<file path="config.mk">
export PLATFORM = sky130hd
export DESIGN_NAME = clock_period_meter
export DESIGN_NICKNAME = d
export VERILOG_FILES = /design/src/rtl/clock_period_meter.sv
export SDC_FILE = /design/constraint.sdc
export NUM_CORES = 1
export LEC_CHECK = 0
export CORE_MARGIN = 5
export CORE_UTILIZATION = 26
export DETAILED_ROUTE_END_ITERATION = 8
export GPL_ROUTABILITY_DRIVEN = 0
export MAX_ROUTING_LAYER = met4
export PLACE_DENSITY = 0.43
export REMOVE_ABC_BUFFERS = 1
export SETUP_SLACK_MARGIN = 0.02
export SYNTH_ARGS = -nofsm -noshare
export SYNTH_HDL_FRONTEND = slang
export SYNTH_SLANG_ARGS = --single-unit
</file>
<file path="constraint.sdc">
create_clock -name clk_in -period 3.05 [get_ports clk_in]
set_clock_uncertainty 0.15 [all_clocks]
set_input_delay 0.61 -clock clk_in [delete_from_list [all_inputs] [get_ports clk_in]]
set_output_delay 0.61 -clock clk_in [all_outputs]
set_load 0.05 [all_outputs]
</file>
<file path="src/rtl/clock_period_meter.sv">
// Measures period and high time of a slow square wave in clk_in cycles
// and flags whether the period lies within tolerance of an expected value.
module clock_period_meter #(
    parameter int CNT_W      = 20,
    parameter int EXP_PERIOD = 120000,
    parameter int TOL        = 120,
    parameter int TIMEOUT    = 250000
) (
    input  logic             clk_in,
    input  logic             reset_n,
    input  logic             sig_in,
    input  logic             start,
    output logic             busy,
    output logic             result_valid,
    input  logic             result_ack,
    output logic [CNT_W-1:0] period,
    output logic [CNT_W-1:0] high_time,
    output logic             in_range,
    output logic             timeout
);

    typedef enum logic [1:0] {IDLE, ARM, MEAS, DONE} state_t;

    localparam logic [CNT_W:0]   EXP_W = (CNT_W+1)'(EXP_PERIOD);
    localparam logic [CNT_W:0]   TOL_W = (CNT_W+1)'(TOL);
    localparam logic [CNT_W-1:0] TO_W  = CNT_W'(TIMEOUT);

    state_t           state;
    logic             s1, s2, s3;
    logic             rise, fall;
    logic             got_fall;
    logic [CNT_W-1:0] cnt;
    logic [CNT_W-1:0] hi_cap;
    logic [CNT_W:0]   cnt_w;
    logic [CNT_W:0]   diff;
    logic             near;
    logic             hit_to;

    assign rise   = s2 & ~s3;
    assign fall   = ~s2 & s3;
    assign cnt_w  = {1'b0, cnt};
    assign diff   = (cnt_w >= EXP_W) ? cnt_w - EXP_W : EXP_W - cnt_w;
    assign near   = (diff <= TOL_W);
    assign hit_to = (cnt >= TO_W);

    always_ff @(posedge clk_in or negedge reset_n) begin
        if (!reset_n) begin
            state        <= IDLE;
            s1           <= 1'b0;
            s2           <= 1'b0;
            s3           <= 1'b0;
            cnt          <= '0;
            hi_cap       <= '0;
            got_fall     <= 1'b0;
            busy         <= 1'b0;
            result_valid <= 1'b0;
            period       <= '0;
            high_time    <= '0;
            in_range     <= 1'b0;
            timeout      <= 1'b0;
        end else begin
            s1 <= sig_in;
            s2 <= s1;
            s3 <= s2;

            if (rise)
                cnt <= CNT_W'(1);
            else if (cnt != '1)
                cnt <= cnt + 1'b1;

            unique case (state)
                IDLE: begin
                    if (start) begin
                        state    <= ARM;
                        busy     <= 1'b1;
                        cnt      <= '0;
                        timeout  <= 1'b0;
                        in_range <= 1'b0;
                    end
                end
                ARM: begin
                    if (rise) begin
                        state    <= MEAS;
                        hi_cap   <= '0;
                        got_fall <= 1'b0;
                    end else if (hit_to) begin
                        state        <= DONE;
                        busy         <= 1'b0;
                        result_valid <= 1'b1;
                        timeout      <= 1'b1;
                        in_range     <= 1'b0;
                        period       <= '0;
                        high_time    <= '0;
                    end
                end
                MEAS: begin
                    if (fall && !got_fall) begin
                        hi_cap   <= cnt;
                        got_fall <= 1'b1;
                    end
                    // A rise with no fall seen is a sub-sync glitch: hi_cap stays 0
                    if (rise) begin
                        state        <= DONE;
                        busy         <= 1'b0;
                        result_valid <= 1'b1;
                        period       <= cnt;
                        high_time    <= hi_cap;
                        in_range     <= near;
                    end else if (hit_to) begin
                        state        <= DONE;
                        busy         <= 1'b0;
                        result_valid <= 1'b1;
                        timeout      <= 1'b1;
                        in_range     <= 1'b0;
                        period       <= '0;
                        high_time    <= (fall && !got_fall) ? cnt : hi_cap;
                    end
                end
                DONE: begin
                    if (result_ack) begin
                        result_valid <= 1'b0;
                        if (start) begin
                            state    <= ARM;
                            busy     <= 1'b1;
                            cnt      <= '0;
                            timeout  <= 1'b0;
                            in_range <= 1'b0;
                        end else begin
                            state <= IDLE;
                        end
                    end
                end
                default: state <= IDLE;
            endcase
        end
    end

endmodule
</file>
==> results.cfg <==
[clock_network]
ctsResizeCount = 0
cts_buffers = 9
h-tree-depth = 3
clkSinkCount = 90
clk_pin_slew_ns = 0.07
cts_root_buf = clkbuf_16
max-clock-path-buffers = 2
clock_latency_ns = 0.36
cts_setup_buffers = 0
cts_tree = done
hold_buffers = 0

[sta]
fin_crit_ns = 2.824
hold_viol = 0
layout_setup_ws_ns = 0.2262
maxSlewViolCount = 0
worst_slew_pin_slew_ns = 0.7916
setup_viol_count_final = 0
rsz0062_at_grt = no
setup_tns_ns = 0
maxSlewHeadroom = 0.4722
fmax_mhz = 354.1
hold_ws_ns = 0.08506
period_share = 0.9258

[placed_design]
portBuffers = 48
dpl_cell_area_sq_um = 5804
place_ws_ns = 0.2415
dp.cells = 781
dp_hpwl_microns = 10050

[worst_setup_path]
crit_slowest_cell = or4_1
regToRegSetupSlack_ns = 0.23
crit_buf_inv = 0
arrival_ns = 2.89
critPathTopFamily = simple AND/OR/NAND/NOR gates
slowest_delay_ns = 0.62
cp_cell_sequence = ha_1, nand3_1, or3_1, or4_1, and2_1, and3_1, xnor2_1, nor2_1
cp-end-kind = flip-flop
start_kind = flip-flop
crit_type = flip-flop to flip-flop
critPathMaxFanout = 11
required_ns = 3.12

[grt]
grt_antenna_before_repair = 0
grt_pass1_wl_microns = 23780
grt_pass1_vias = 4282
gr-total-overflow = 0
grtUsageTotal = 0.1396
grt_max_degree = 53

[layout]
multi_input_comb_area_sq_um = 2482
stdcell_area_sq_um = 6137
syn_to_final_growth_pct = 23.30
final_nets = 575
drive_gt1_frac = 0.1014
antenna_cells = 0
fin_util = 0.3270
finalNonFillerCells = 796
fillCellCount = 1951
regArea_sq_um = 2252

[die]
row_count = 50
core-area_sq_um = 18770
start_util = 0.2652
fp.dieW_microns = 148.4
num_io_pins = 49
dieArea_sq_um = 22010
die_h_microns = 148.4

[power]
p_per_area_nw_per_um2 = 595.6
total_power_mw = 3.655
leakage_nw = 2.532
irDropWorstVdd_mv = 0.2979

[routing]
wire_per_inst_microns = 18.06
final_antenna_net_count = 0
drc_errors = 0
first_iter_violations = 252
firstDrtPassIters = 5
routed_wl_microns = 14380
vias_per_cell = 5.190
vias = 4131

[status]
status = complete, no violations

[synthesis]
yosysSeqAreaShare = 0.4525
netlist_area_sq_um = 4977
synth_flop_cell = dfrtp_1
synth_cell_types = 61
syn_inst = 516
synth-async-reset-ratio = 1.000
yosysWarningCount = 0
synth_edf_count = 0
avgSynthCellArea_sq_um = 9.646
synth-seq-cells = 90

[min_path]
hold_class = input pin to asynchronous set/reset pin

[flow_run]
max_cap_viol_count = 0
path summary, 6_finish.rpt:
check	start	endpoint	cells after the start
hold / removal	reset_n	high_time[16]$_DFFE_PN0P_	1
hold reg to reg	s1$_DFF_PN0_	s2$_DFF_PN0_	0
setup reg to reg	cnt[0]$_DFF_PN0_	cnt[13]$_DFF_PN0_	8
max in group asynchronous	reset_n	cnt[3]$_DFF_PN0_	2
min in group clk_in	s1$_DFF_PN0_	s2$_DFF_PN0_	0
setup / recovery	cnt[0]$_DFF_PN0_	cnt[13]$_DFF_PN0_	8
cell usage in the layout, fill, tap and decap left out, types with 4 or more instances in the layout:
master,Yosys,layout
and3_1,5,5
a21oi_1,19,19
clkbuf_16,0,9
xnor2_1,18,18
buf_4,2,28
clkdlybuf4s50_1,0,47
nor2b_1,4,4
a22o_1,42,42
o21ai_0,16,16
nor3_1,12,11
a31oi_1,6,6
o211ai_1,8,8
nor2_1,38,38
dfrtp_1,90,90
o31ai_1,21,21
nor4_1,6,6
inv_1,14,14
ha_1,12,12
nand2_1,47,47
o21bai_1,4,4
o21a_1,4,4
mux2i_1,21,21
nand3_1,20,20
xor2_1,5,5
nand2b_1,6,6
worst reg2reg max path, delay by kind of cell, from the launching register on:
family / cells / cell delay, ns
fa+ha+maj: 1 / 0.29
flops: 1 / 0.56
xor+xnor: 1 / 0.13
simple gates: 6 / 1.55
layer usage:
layer  share of wire  global-route usage  vias to the layer above
met4           0.022             0.05173                        0
met3           0.034             0.02742                       25
met5               0                   -                        -
met1            0.49              0.1843                     2045
li1                -                   -                     1963
met2            0.45              0.2137                       98
state kept, by name, summed over array words and instances (netlist names):
signal,flops
s2,1
s3,1
got_fall,1
cnt,20
busy,1
period,20
result_valid,1
high_time,20
timeout,1
hi_cap,20
s1,1
state,2
in_range,1
final cells by class:
cell class,count,area share
Sequential cell,90,0.3670
Multi-Input combinational cell,365,0.4045
Tap cell,234,0.04771
Timing Repair Buffer,77,0.1174
Clock inverter,5,0.01692
Clock buffer,10,0.03731
Inverter,15,0.009174
synthesized netlist by cell type (3+ instances only):
cell type   n  share of area
a31oi_1     6         0.0075
nor4_1      6         0.0075
o21ai_0    16          0.016
xor2_1      5         0.0088
o31ai_1    21          0.032
or3_1       3         0.0038
o211ai_1    8          0.012
or2_2       3         0.0038
mux2i_1    21          0.042
o2bb2ai_1   3         0.0053
nor2b_1     4         0.0050
a21oi_1    19          0.019
nand2_1    47          0.035
xnor2_1    18          0.032
nor3_1     12          0.012
a22oi_1     3         0.0045
o21bai_1    4         0.0060
nand3_1    20          0.020
and3_1      5         0.0063
inv_1      14          0.011
nand2b_1    6         0.0075
ha_1       12          0.030
dfrtp_1    90           0.45
o21a_1      4         0.0060
nor2_1     38          0.029
nand4_1     3         0.0038
buf_1       6         0.0045
buf_2      15          0.015
clkbuf_1   22          0.017
a22o_1     42          0.074
logic make-up (layout without fill, tap and decap cells):
kind of cell             Yosys count  in the layout  share of synthesized area
buffers and inverters             61            107                    0.05153
adder cells (fa/ha/maj)           12             12                    0.03017
multiplexers                      21             21                    0.04223
XOR/XNOR                          23             23                    0.04047
flip-flops                        90             90                     0.4525
AND/OR/NAND/NOR                  164            164                     0.1654
AO/OA/AOI/OAI                    145            145                     0.2177
power breakdown:
part	internal, mW	switching, mW	leakage (nW)
Sequential	1.25	0.0833	1.24
Clock	0.797	0.473	0.163
Combinational	0.356	0.692	1.13
Total	2.41	1.25	2.53
Note: power is estimated with default switching activity, not from simulation.
==> RTL edit 1 (same settings) <==
The 4 states of `state_t` get a one-hot encoding in 4 bits.
--- a/src/rtl/clock_period_meter.sv
+++ b/src/rtl/clock_period_meter.sv
@@ -21,3 +21,3 @@
 
-    typedef enum logic [1:0] {IDLE, ARM, MEAS, DONE} state_t;
+    typedef enum logic [3:0] {IDLE = 4'b0001, ARM = 4'b0010, MEAS = 4'b0100, DONE = 4'b1000} state_t;
 
Formal check against the unedited RTL: no difference found for any inputs over 10 cycles, from zero or initial values and one cycle with reset_n low; not proved beyond that.
==> RTL edit 1 against the unedited design <==
Total power down 16%; die area down 2.2%; non-clock buffer count down 7; highest routed layer unchanged; critical path type unchanged; sequential cell count up 2; worst setup slack better by 0.13 ns; wire length down 11%; via count down 7.9%; final area down 4.3%; synthesized area down 2.4%; first-iteration DRC count down 4.8%; worst hold slack better by 0.11 ns.
==> RTL edit 1: results (changes against the unedited design) <==
Synth Warn # -> 0 (unchanged)
Largest net degree at the start of global routing -> 63 (+19%)
Reg2Reg Setup Slack -> 0.36 ns (+0.13 ns)
Outcome -> finished, final reports clean
Via/cell ratio -> 4.99 (-3.9%)
Max rail drop VDD -> 248 uV (-17%)
Clock Latency Late Sink -> 0.35 ns
Starting DRT DRC Count -> 240 (-4.8%)
Synth top cells by count -> 91 x dfrtp_1, 48 x nand2_1, 39 x a22o_1
Async SR Flop Fraction -> 100% (unchanged)
Pre-antenna DRT Iters -> 4 (-1)
Nets@finish -> 536 (-6.8%)
Crit Path Max Fanout -> 62 (+51)
FILL cells -> 1874 (-3.9%)
Antenna violations before repair -> 0 (unchanged)
Library cells used by synthesis -> 55 (-9.8%)
Detail Placement HPWL -> 8790 um (-13%)
Fin crit share -> 88.3% (-4.3 points)
Post-CTS sizing -> 0 (unchanged)
Least-Margin Pin Slew -> 0.621 ns (-0.171 ns)
Main flop type after synthesis -> dfrtp_1
First-pass GRT wire length -> 21000 um (-12%)
Clk buf depth -> 2 (unchanged)
CP Launch Point -> cnt[6]
Routed wire length -> 12800 um (-11%)
CTS Buf Count -> 9 (unchanged)
Gr usage total -> 12.4% (-1.5 points)
IO buf count -> 48 (unchanged)
P_leak -> 2.37 nW (-6.3%)
Postcts setup bufs -> 0 (unchanged)
Clock Pin Slew Worst Setup and Hold Paths -> 0.07 ns (about the same)
Min-Delay Path Class -> in2async
Synth area leaders -> dfrtp_1 47%, a22o_1 7.0%, mux2i_1 4.5%, nand2_1 3.7%, o31ai_1 3.4%
Antenna diodes -> 0 (unchanged)
Post-synthesis sequential area ratio -> 47.4% (+2.2 points)
CP Data Arrival Time -> 2.80 ns (-0.09 ns)
Htree depth -> 3 (unchanged)
Root Driver -> clkbuf_16
Number of global-route vias before repair -> 3799 (-11%)
WHS -> 0.199 ns (+0.114 ns)
Dpl ws -> 0.278 ns (+0.0363 ns)
Layout cells sized above 1 -> 10.4% (+0.25 points)
RTL edit 1: final timing paths:
path / depth (start not counted) / to
max: 9 / high_time[17]
max in group asynchronous: 2 / hi_cap[9]
max reg2reg: 9 / high_time[17]
min: 2 / period[9]
min in group clk_in: 0 / s2
min reg2reg: 0 / s2
RTL edit 1: cell type report:
cell class / count / area share, %
Clock buffer: 11 / 4.30
Clock inverter: 5 / 0.618
Inverter: 13 / 0.831
Multi-Input combinational cell: 338 / 38.9
Sequential cell: 92 / 39.2
Tap cell: 234 / 4.99
Timing Repair Buffer: 70 / 11.2
RTL edit 1: routing by layer:
layer	routed length [um]	share of wire [%]	vias up	GRT usage (%)
met2	5860	46	72	18.4
met4	212	1.7	0	4.09
met3	449	3.5	14	2.56
li1	-	-	1848	-
met1	6300	49	1870	17.1
met5	0	0	-	-
RTL edit 1: report_power, final:
group | total [W] | switching, W | internal [W]
logic | 0.000588 | 0.000360 | 0.000227
clock network | 0.00109 | 0.000496 | 0.000598
registers | 0.00140 | 0.000120 | 0.00128
RTL edit 1: logic make-up after synthesis:
logic type | Yosys count | share of synthesized area [%]
AO/OA/AOI/OAI | 135 | 20.3
flip-flops | 92 | 47.4
XOR/XNOR | 22 | 3.97
AND/OR/NAND/NOR | 150 | 15.6
buffers and inverters | 58 | 5.95
adder cells (fa/ha/maj) | 7 | 1.80
multiplexers | 24 | 4.99
RTL edit 1: critical path, cell delays in order, from the launching register on:
cell      delay (ns)
dfrtp_1         0.43
ha_1            0.35
nor4_4          0.23
nand3_2         0.12
a311oi_4        0.44
a21boi_2        0.25
o22a_2          0.17
buf_12          0.26
nand2_1         0.10
o31ai_1         0.07
RTL edit 1: stage by stage:
stage	area (um2)	instances	setup TNS, ns
floorplan	4620	443	-33.24
global placement	5580	747	0
CTS	5870	763	0
finish	5870	763	0
global route	5870	763	0
detailed placement	5580	747	0
==> RTL edit 2 (same settings) <==
Made on the original files. Change the parameter `TIMEOUT` from 250000 to 131072.
--- a/src/rtl/clock_period_meter.sv
+++ b/src/rtl/clock_period_meter.sv
@@ -6,3 +6,3 @@
     parameter int TOL        = 120,
-    parameter int TIMEOUT    = 250000
+    parameter int TIMEOUT    = 131072
 ) (
Check against the original RTL: same outputs for any inputs over 10 cycles, from zero or initial values and one cycle with reset_n low; that may be too few to reach the edited logic, so the function may still have changed.
==> RTL edit 2 against the unedited design <==
Critical path depth stayed put; sequential cell count stayed put; synthesized area is 1.6% higher; utilization is 0.25 points lower; die area is 1.5% higher; final area is 1.9% higher; total power is 0.15% lower; worst setup slack worse by 0.014 ns; cell count is 7.7% higher; wire length is 3.9% higher; critical endpoint is now in_range; highest routed layer unchanged.
==> RTL edit 2: results (changes against the unedited design) <==
Outcome -> finished, final reports clean
Dpl ws -> 0.222 ns (-0.0192 ns)
Crit-path slowest cell -> nor4_1
GR Util met1 -> 18.8% (+0.36 points)
WL per Instance -> 17.4 um (-3.5%)
GR met2 Demand/Resource -> 22.2% (+0.87 points)
Wl on met1 -> 7030 um (-0.38%)
Met3 Track Usage GR -> 2.76% (+0.014 points)
DP Cell Count -> 841 (+7.7%)
Fin crit share -> 93.0% (+0.46 points)
Post-Route Utilization -> 32.5% (-0.25 points)
Post-synthesis sequential area ratio -> 44.6% (-0.69 points)
Clk pwr share -> 33.9% (-0.8 points)
Pre-antenna DRT Iters -> 4 (-1)
Placed inst area -> 5930 um2 (+2.1%)
Gr usage total -> 14.3% (+0.34 points)
Combinational power share -> 30.0% (+1.3 points)
P_sw -> 0.00131 W (+4.6%)
Worst Setup EP -> in_range
Starting DRT DRC Count -> 262 (+4.0%)
Synth area leaders -> dfrtp_1 45%, a22o_1 6.9%, nand2_1 5.7%, mux2_2 4.5%, o21ai_0 3.1%
P_leak -> 2.62 nW (+3.6%)
Layout cells sized above 1 -> 13.7% (+3.5 points)
Nets@finish -> 602 (+4.7%)
FILL cells -> 2040 (+4.6%)
First-pass GRT wire length -> 24400 um (+2.4%)
WHS -> 0.100 ns (+0.0150 ns)
CP Data Arrival Time -> 2.94 ns (+0.05 ns)
Synth top cells by count -> 90 x dfrtp_1, 77 x nand2_1, 41 x clkbuf_1
Library cells used by synthesis -> 60 (-1.6%)
Crit path largest cell delay -> 0.47 ns (-0.15 ns)
Detail Placement HPWL -> 10500 um (+4.5%)
Max_slew headroom -> 37.4% (-9.8 points)
Cells after synthesis -> 543 (+5.2%)
CP Launch Point -> cnt[1]
Max rail drop VDD -> 343 uV (+15%)
RTL edit 2: cell count changes in the layout (fill, tap and decap cells not counted), moves of 5 or more:
cell      unedited run  this run
o211ai_1             8         3
a21oi_1             19        27
nor4_1               6         1
nand2_1             47        77
o31ai_1             21         2
mux2i_1             21         3
mux2_2               0        20
nand4_1              3         9
o21ai_0             16        31
nand3_1             20        13
RTL edit 2: logic make-up (layout without fill, tap and decap cells):
group / after synthesis / count (layout) / synth area share, %
and+or+nand+nor: 188 / 188 / 17.8
buffers and inverters: 59 / 108 / 4.75
xor gates and xnor gates: 20 / 20 / 3.47
DFF: 90 / 90 / 44.6
AOI/OAI and AO/OA: 152 / 152 / 21.6
adders and majority gates: 10 / 10 / 2.48
muxes: 24 / 24 / 5.27
RTL edit 2: layout make-up:
cell class | instances | area share [%]
flip-flops and latches | 90 | 36.0
inverters | 13 | 0.780
repair buffers | 79 | 11.6
clock buffers | 11 | 3.72
well taps | 265 | 5.30
multi-input cells | 394 | 41.2
clock inverters | 5 | 1.38
